$ cat config.mk
export PLATFORM = sky130hd
export DESIGN_NAME = id_stage
export DESIGN_NICKNAME = d
export VERILOG_FILES = /design/src/rtl/id_stage_pkg.sv /design/src/rtl/id_stage.sv
export SDC_FILE = /design/constraint.sdc
export NUM_CORES = 2
export LEC_CHECK = 0
export BUFFER_PORTS_ARGS = -buffer_cell sky130_fd_sc_hd__buf_2
export CAP_MARGIN = 40
export CORE_MARGIN = 4
export CORE_UTILIZATION = 58
export DETAILED_ROUTE_END_ITERATION = 12
export PLACE_DENSITY = 0.75
export SLEW_MARGIN = 20
export SYNTH_ARGS = -nofsm -noshare
export SYNTH_HDL_FRONTEND = slang
export SYNTH_SLANG_ARGS = --single-unit
$ cat constraint.sdc
create_clock -name clk -period 4.15 [get_ports clk]
set_clock_uncertainty 0.05 [all_clocks]
set_input_delay 0 -clock clk [delete_from_list [all_inputs] [get_ports clk]]
set_output_delay 0 -clock clk [all_outputs]
set_load 0.1 [all_outputs]
$ cat src/rtl/id_stage_pkg.sv
// rtl/id_stage_pkg.sv - ALU operation encoding shared by id_stage and execute
package id_stage_pkg;

    typedef enum logic [3:0] {
        ALU_ADD  = 4'd0,
        ALU_SUB  = 4'd1,
        ALU_SLL  = 4'd2,
        ALU_SLT  = 4'd3,
        ALU_SLTU = 4'd4,
        ALU_XOR  = 4'd5,
        ALU_SRL  = 4'd6,
        ALU_SRA  = 4'd7,
        ALU_OR   = 4'd8,
        ALU_AND  = 4'd9
    } alu_op_t;

endpackage

$ cat src/rtl/id_stage.sv
// rtl/id_stage.sv - RV32I ALU-class decode/operand fetch with register file and registered output
// Optional writeback-to-operand forwarding in the capture cycle: define ID_WB_BYPASS_EN.
module id_stage
    import id_stage_pkg::*;
#(
    parameter int XLEN = 32
) (
    input  logic            clk,
    input  logic            rst_n,
    input  logic            if_valid,
    output logic            if_ready,
    input  logic [31:0]     if_instr,
    input  logic [XLEN-1:0] if_pc,
    input  logic            flush,
    input  logic            wb_we,
    input  logic [4:0]      wb_rd,
    input  logic [XLEN-1:0] wb_data,
    output logic            ex_valid,
    input  logic            ex_ready,
    output alu_op_t         ex_alu_op,
    output logic [XLEN-1:0] ex_opA,
    output logic [XLEN-1:0] ex_opB,
    output logic [4:0]      ex_rd,
    output logic            ex_rd_we,
    output logic [XLEN-1:0] ex_pc,
    output logic            ex_illegal
);

    localparam logic [6:0] OPC_OP     = 7'b0110011;
    localparam logic [6:0] OPC_OP_IMM = 7'b0010011;
    localparam logic [6:0] OPC_LUI    = 7'b0110111;
    localparam logic [6:0] OPC_AUIPC  = 7'b0010111;
    localparam logic [6:0] F7_BASE    = 7'b0000000;
    localparam logic [6:0] F7_ALT     = 7'b0100000;

    logic [6:0]      opcode;
    logic [4:0]      rd_idx;
    logic [2:0]      funct3;
    logic [4:0]      rs1_idx;
    logic [4:0]      rs2_idx;
    logic [6:0]      funct7;
    logic [XLEN-1:0] imm_i;
    logic [XLEN-1:0] imm_u;

    logic [XLEN-1:0] rf [32];
    logic [XLEN-1:0] rf_rs1;
    logic [XLEN-1:0] rf_rs2;
    logic [XLEN-1:0] rs1_val;
    logic [XLEN-1:0] rs2_val;
    logic            wb_active;

    alu_op_t         dec_op;
    logic [XLEN-1:0] dec_a;
    logic [XLEN-1:0] dec_b;
    logic            dec_ill;
    logic            dec_we;
    logic            capture;

    assign opcode  = if_instr[6:0];
    assign rd_idx  = if_instr[11:7];
    assign funct3  = if_instr[14:12];
    assign rs1_idx = if_instr[19:15];
    assign rs2_idx = if_instr[24:20];
    assign funct7  = if_instr[31:25];
    assign imm_i   = XLEN'($signed(if_instr[31:20]));
    assign imm_u   = XLEN'($signed({if_instr[31:12], 12'b0}));

    assign wb_active = wb_we && (wb_rd != 5'd0);

    // Entry 0 exists for uniform indexing but is never written and never read.
    always_ff @(posedge clk or negedge rst_n) begin
        if (!rst_n) begin
            for (int i = 0; i < 32; i++) begin
                rf[i] <= '0;
            end
        end else if (wb_active) begin
            rf[wb_rd] <= wb_data;
        end
    end

    assign rf_rs1 = (rs1_idx == 5'd0) ? '0 : rf[rs1_idx];
    assign rf_rs2 = (rs2_idx == 5'd0) ? '0 : rf[rs2_idx];

`ifdef ID_WB_BYPASS_EN
    assign rs1_val = (wb_active && (wb_rd == rs1_idx)) ? wb_data : rf_rs1;
    assign rs2_val = (wb_active && (wb_rd == rs2_idx)) ? wb_data : rf_rs2;
`else
    assign rs1_val = rf_rs1;
    assign rs2_val = rf_rs2;
`endif

    function automatic alu_op_t base_op(input logic [2:0] f3);
        case (f3)
            3'b000:  base_op = ALU_ADD;
            3'b001:  base_op = ALU_SLL;
            3'b010:  base_op = ALU_SLT;
            3'b011:  base_op = ALU_SLTU;
            3'b100:  base_op = ALU_XOR;
            3'b101:  base_op = ALU_SRL;
            3'b110:  base_op = ALU_OR;
            default: base_op = ALU_AND;
        endcase
    endfunction

    always_comb begin
        dec_op  = ALU_ADD;
        dec_a   = '0;
        dec_b   = '0;
        dec_ill = 1'b0;
        case (opcode)
            OPC_OP: begin
                dec_a = rs1_val;
                dec_b = rs2_val;
                if (funct7 == F7_BASE) begin
                    dec_op = base_op(funct3);
                end else if (funct7 == F7_ALT && funct3 == 3'b000) begin
                    dec_op = ALU_SUB;
                end else if (funct7 == F7_ALT && funct3 == 3'b101) begin
                    dec_op = ALU_SRA;
                end else begin
                    dec_ill = 1'b1;
                end
            end
            OPC_OP_IMM: begin
                dec_a  = rs1_val;
                dec_b  = imm_i;
                dec_op = base_op(funct3);
                // Shift immediates reuse imm[11:5] as funct7; other funct3 take any imm.
                if (funct3 == 3'b001 && funct7 != F7_BASE) begin
                    dec_ill = 1'b1;
                end else if (funct3 == 3'b101) begin
                    if (funct7 == F7_ALT) begin
                        dec_op = ALU_SRA;
                    end else if (funct7 != F7_BASE) begin
                        dec_ill = 1'b1;
                    end
                end
            end
            OPC_LUI: begin
                dec_b = imm_u;
            end
            OPC_AUIPC: begin
                dec_a = if_pc;
                dec_b = imm_u;
            end
            default: begin
                dec_ill = 1'b1;
            end
        endcase
        if (dec_ill) begin
            dec_op = ALU_ADD;
            dec_a  = '0;
            dec_b  = '0;
        end
    end

    assign dec_we   = !dec_ill && (rd_idx != 5'd0);
    assign if_ready = !ex_valid || ex_ready;
    assign capture  = if_valid && if_ready;

    // Flush wins over capture; an instruction handshaked during flush is dropped.
    always_ff @(posedge clk or negedge rst_n) begin
        if (!rst_n) begin
            ex_valid   <= 1'b0;
            ex_alu_op  <= ALU_ADD;
            ex_opA     <= '0;
            ex_opB     <= '0;
            ex_rd      <= 5'd0;
            ex_rd_we   <= 1'b0;
            ex_pc      <= '0;
            ex_illegal <= 1'b0;
        end else begin
            if (flush) begin
                ex_valid <= 1'b0;
            end else if (capture) begin
                ex_valid <= 1'b1;
            end else if (ex_ready) begin
                ex_valid <= 1'b0;
            end
            if (capture && !flush) begin
                ex_alu_op  <= dec_op;
                ex_opA     <= dec_a;
                ex_opB     <= dec_b;
                ex_rd      <= rd_idx;
                ex_rd_we   <= dec_we;
                ex_pc      <= if_pc;
                ex_illegal <= dec_ill;
            end
        end
    end

endmodule

After elaboration in Yosys (flattened, before gate mapping)
Index checks and enable logic that the tools add are counted.
{"block": "word_totals", "regBits": 1132, "input_bits": 107, "out_inout_bits": 109, "wordCells": 115}
{"block": "op_classes", "magnitude_cmp": 4, "eq_ne": 11, "mux": 35, "bitwise_logic": 3, "n_reduce_logical": 22}
{"cell": "bitwise mux 1024 bit", "n": 1}
{"cell": "binary-select mux 32 bit (select 5 bit)", "n": 2}
{"cell": "2-to-1 mux 32 bit", "n": 9}
{"cell": "demux 32 bit (select 5 bit)", "n": 1}
{"cell": "case mux 32 bit (3 select lines)", "n": 1}
{"cell": "case mux 32 bit (2 select lines)", "n": 1}
{"cell": "case mux 4 bit (7 select lines)", "n": 1}
{"cell": "== test 7 x 6 -> 1 bit, second input constant", "n": 3}
{"cell": "2-to-1 mux 4 bit", "n": 5}
{"cell": ">= comparator 6 bit, second input constant", "n": 3}
{"cell": "inverter 5 -> 6 bit", "n": 3}
{"cell": "== test 7 x 5 -> 1 bit, second input constant", "n": 2}
{"cell": "logical NOT 5 bit", "n": 2}
{"cell": "2-to-1 mux 1 bit", "n": 10}
{"cell": "nonzero test 5 bit", "n": 2}
{"cell": "== test 3 bit, second input constant", "n": 3}
{"cell": "logical AND 1 bit", "n": 8}
{"cell": "case mux 4 bit (2 select lines)", "n": 1}
{"cell": "logical NOT 7 bit", "n": 1}
{"cell": "nonzero test 7 bit", "n": 1}
{"cell": "== test 3 x 2 -> 1 bit, second input constant", "n": 2}
{"cell": "less-than comparator 6 x 1 -> 1 bit, second input constant", "n": 1}
{"cell": "2-to-1 mux 3 bit", "n": 2}
{"cell": "OR reduction 2 bit", "n": 2}
{"cell": "other kinds (6)", "n": 8}

Depth between registers and ports, before layout
{"block": "depth", "ltp_word": 8, "ltp_mapped": 10, "mapped_depth_nobuf": 6}

Worst setup path before layout
No wires, ideal clock.
{"block": "synth_path", "kind": "register -> register", "startpoint": "reg ex_valid", "endpoint": "reg ex_opB[10]", "setup_ns": 0.084, "arrival_time_ns": 2.988, "required_time_ns": 4.016, "setup_slack_ns": 1.028, "path_stages_with_launch": 8, "path_buffers": 1, "synth_period_minus_slack_ns": 3.122, "path_cell_list": "dfrtp_1 > nor2b_1 > inv_1 > nand3b_1 > clkbuf_1 > a2111oi_2 > a22oi_1 > o21ai_0"}
{"block": "synth_via", "elab_chain_len": 4}
{"element": "start: declaration", "line_no": "id_stage.sv:18", "text": "output logic ex_valid,"}
{"element": "start signal: assignment", "line_no": "id_stage.sv:164", "text": "ex_valid <= 1'b0;"}
{"element": "start signal: assignment", "line_no": "id_stage.sv:174", "text": "ex_valid <= 1'b0;"}
{"element": "start signal: assignment", "line_no": "id_stage.sv:176", "text": "ex_valid <= 1'b1;"}
{"element": "logical NOT 1 bit", "line_no": "id_stage.sv:158", "text": "assign if_ready = !ex_valid || ex_ready;"}
{"element": "logical OR 1 bit", "line_no": "id_stage.sv:158"}
{"element": "via if_ready", "line_no": "id_stage.sv:11", "text": "output logic if_ready,"}
{"element": "logical AND 1 bit", "line_no": "id_stage.sv:159", "text": "assign capture = if_valid && if_ready;"}
{"element": "logical AND 1 bit", "line_no": "id_stage.sv:180", "text": "if (capture && !flush) begin"}
{"element": "end signal: assignment", "line_no": "id_stage.sv:167", "text": "ex_opB <= '0;"}
{"element": "end signal: assignment", "line_no": "id_stage.sv:183", "text": "ex_opB <= dec_b;"}
{"element": "end: declaration", "line_no": "id_stage.sv:22", "text": "output logic [XLEN-1:0] ex_opB,"}
The timed path passes the listed nets, and every way through them passes these cells.
A chain may end at the register's enable or synchronous reset.

Final worst setup path
{"block": "layout_path", "startpoint": "reg ex_valid", "endpoint": "reg ex_opB[4]"}
{"block": "layout_via", "elab_chain_len": 4}
{"element": "logical NOT 1 bit", "line_no": "id_stage.sv:158"}
{"element": "logical OR 1 bit", "line_no": "id_stage.sv:158"}
{"element": "logical AND 1 bit", "line_no": "id_stage.sv:159"}
{"element": "logical AND 1 bit", "line_no": "id_stage.sv:180"}
No other way between the ends.

==> metrics.md <==
| Metric | Value |
|---|---|
| Clock net sink count | `between 1000 and 1500` |
| Cells after synthesis | `4156` |
| Share of layout cells above drive strength 1 | `0.488` |
| Hold depth | `4` |
| Hold Path Class | `input pin to flop` |
| H-tree depth | `3` |
| Cts hold-fix bufs | `107` |
| Post-synth EDFFs | `0` |
| Max cap viols | `0` |
| Grt ovf | `0` |
| Startpoint Class | `flop` |
| Core area | `101000 sq um` |
| Worst path arrival time | `~3600 ps` |
| Final setup vio count | `0` |
| CP Data Required Time | `4740 ps` |
| IO buf count | `roughly 220` |
| Critical path endpoint category | `flop` |
| Routed WL | `194000 um` |
| Max Fclk | `around 330 MHz` |
| Drt initial violations | `around 5500` |
| Worst r2r dst | `ex_opB[4]` |
| Reg2reg path depth | `9` |
| Max Transition Viols Final | `0` |
| Routed vias/inst | `7.20` |
| Largest buffer count on any clock path | `3` |
| Post-CTS Setup Repair Bufs | `0` |
| Syn_nets | `4263` |
| Synth top area cells | `dfrtp_1, mux2_2, mux4_2` |
| Post-synth top area share | `0.478` |
| Initial antenna violation count | `14` |
| Vias in the first global route | `42112` |
| Synth Register Bits | `roughly 1100` |
| Clk_lat worst skew | `710 ps` |
| Vias post-DR | `41348` |
| Die Y | `328 um` |
| Final hold violation count | `0` |
| Starting Density | `0.588` |
| Seq/Total Area, Yosys | `0.478` |
| Status | `completed` |
| TritonCTS clock tree | `done` |
| Synth top cells by count | `dfrtp_1, mux2_2, mux4_2` |
| Yosys warns | `0` |
| Total CTS buffers | `116` |
| Total power | `31.9 mW` |
| Die width | `about 330 um` |
| DRC viols | `0` |
| Synth async-reset ratio | `1.00` |
| Unique masters post-synth | `75` |
| Post-synth top flop | `dfrtp_1` |
| Hold Path Sink | `ex_pc[19]` |
| Routability Congestion | `0.907` |
| Worst relative slew slack | `0.386` |
| Drt first pass iters | `8` |
| Fin crit share | `0.725` |
| FF-to-FF setup slack | `~1100 ps` |
| Layout area overhead | `13.1%` |
| Mean post-synth cell area | `14.3 sq um` |
| Reg clk slew, reported paths | `about 60 ps` |
| Minimum clock period | `3010 ps` |
| Pleak | `29.1 nW` |
| Die area | `roughly 110000 sq um` |
| Nets | `4395` |
| Synth area leader | `dfrtp_1` |
| Worst slew pin tran | `921 ps` |
| WL/cell | `about 34 um` |
| Post-route ant nets | `0` |
| Most common cell in the netlist | `dfrtp_1` |
| Gr usage total | `0.362` |
| Kind of critical path | `flop to flop` |
| RR Startpoint | `ex_valid` |
| Worst IR drop on VDD | `approximately 0.31 mV` |
| Worst Hold Launch | `if_pc[19]` |
| Pin count of the biggest net entering global routing | `approximately 130` |
| Critical path fanouts, max | `21` |
| RSZ-0062 raised after global routing | `no` |
| P per Cell Area | `476 nW/um^2` |
| CTS root buf | `clkbuf_16` |
| Mapped cell area | `between 50000 and 60000 sq um` |
| Post-cts resize count | `0` |
| Post-layout util | `0.665` |
| Rows | `around 120` |
| First-pass GRT wire length | `285000 um` |
| Setup TNS | `0 ps` |
| Boundary Pins | `216` |
| HPWL after DPL | `120000 um` |
worst max path at each step:
stage / from / endpoint / slack [ps] / cells past startpoint
after floorplan: ex_valid / ex_opB[10] / 1030 / 7
after global placement: if_instr[22] / ex_opB[8] / 1190 / 7
after detailed placement: if_instr[22] / ex_opB[8] / 1190 / 7
after CTS: ex_valid / ex_opB[4] / 1220 / 9
after global routing: ex_valid / ex_opB[4] / 1080 / 8
final: ex_valid / ex_opB[4] / 1140 / 9
per-layer routing:
metal / GRT usage / vias to the layer above / part of all wire
met3: 0.117 / 595 / 0.12
met5: 0 / - / 0.00072
met2: 0.538 / 2810 / 0.45
met1: 0.491 / 21841 / 0.37
met4: 0.165 / 6 / 0.051
li1: - / 16096 / -
cell type report:
class,count,area [sq um]
clock buffer,184,3620
inverter,5,21.3
antenna,8,20.0
timing repair buffer,468,3840
fill,6992,33800
tap,1357,1700
sequential,1132,28300
clock inverter,25,458
multi-input combinational,2565,29000
power breakdown:
group          internal (mW)  total, mW  switching [mW]
Sequential              13.0       14.5            1.48
Combinational           3.50       6.19            2.69
Clock                   6.73       11.2            4.46
Total                   23.2       31.9            8.63
cells in the final DEF, fill, tap and decap left out, types with 11 or more instances in the layout:
| master | instances |
|---|---|
| dfrtp_1 | 1132 |
| nand2_1 | 334 |
| mux4_2 | 485 |
| a31o_1 | 19 |
| bufinv_16 | 13 |
| nor3_1 | 27 |
| nor2_1 | 39 |
| clkbuf_1 | 25 |
| mux2i_1 | 72 |
| nor2b_1 | 22 |
| nand2_2 | 13 |
| a22o_1 | 24 |
| buf_2 | 209 |
| buf_12 | 33 |
| o211ai_1 | 28 |
| a31o_2 | 17 |
| o21ai_0 | 50 |
| a211oi_1 | 17 |
| a21oi_1 | 53 |
| nand3_1 | 33 |
| a22oi_1 | 47 |
| mux2_2 | 1016 |
| clkbuf_16 | 119 |
| o22ai_1 | 74 |
| nor2_4 | 17 |
| buf_4 | 107 |
| clkbuf_8 | 40 |
| dlygate4sd3_1 | 106 |
| o221ai_1 | 11 |
| or3_1 | 15 |
| a2111oi_0 | 14 |
flip-flops by register name, summed over array words and instances (netlist names):
name        cells
ex_opB         32
ex_alu_op       4
ex_illegal      1
ex_valid        1
ex_rd_we        1
ex_pc          32
rf           1024
ex_opA         32
ex_rd           5
stage by stage:
stage	instance area, sq um	std cells	hold slack (ps)	setup slack [ps]
4_1_cts	66900	5732	1.62	1220
5_1_grt	67000	5737	42.2	1080
3_3_place_gp	61600	5409	36.4	1190
6_report	67000	5744	26.2	1140
2_1_floorplan	59200	4156	-346	1030
3_5_place_dp	61700	5416	46.2	1190
logic make-up after synthesis:
logic type	after synthesis	share of synthesized area
simple gates	572	0.0436
flops	1132	0.478
xor+xnor	3	0.000444
buf+inv	459	0.0366
compound gates	416	0.0511
mux	1574	0.390
worst max-delay path, cell delays in order (launching register included):
cell and delay [ps]:
dfrtp_1 370, nor2b_1 170, inv_1 80, nand3b_1 350, a311oi_4 330, buf_4 250
buf_4 380, a32oi_1 160, a211oi_1 200, dlygate4sd3_1 590
Note: power is estimated with default switching activity, not from simulation.
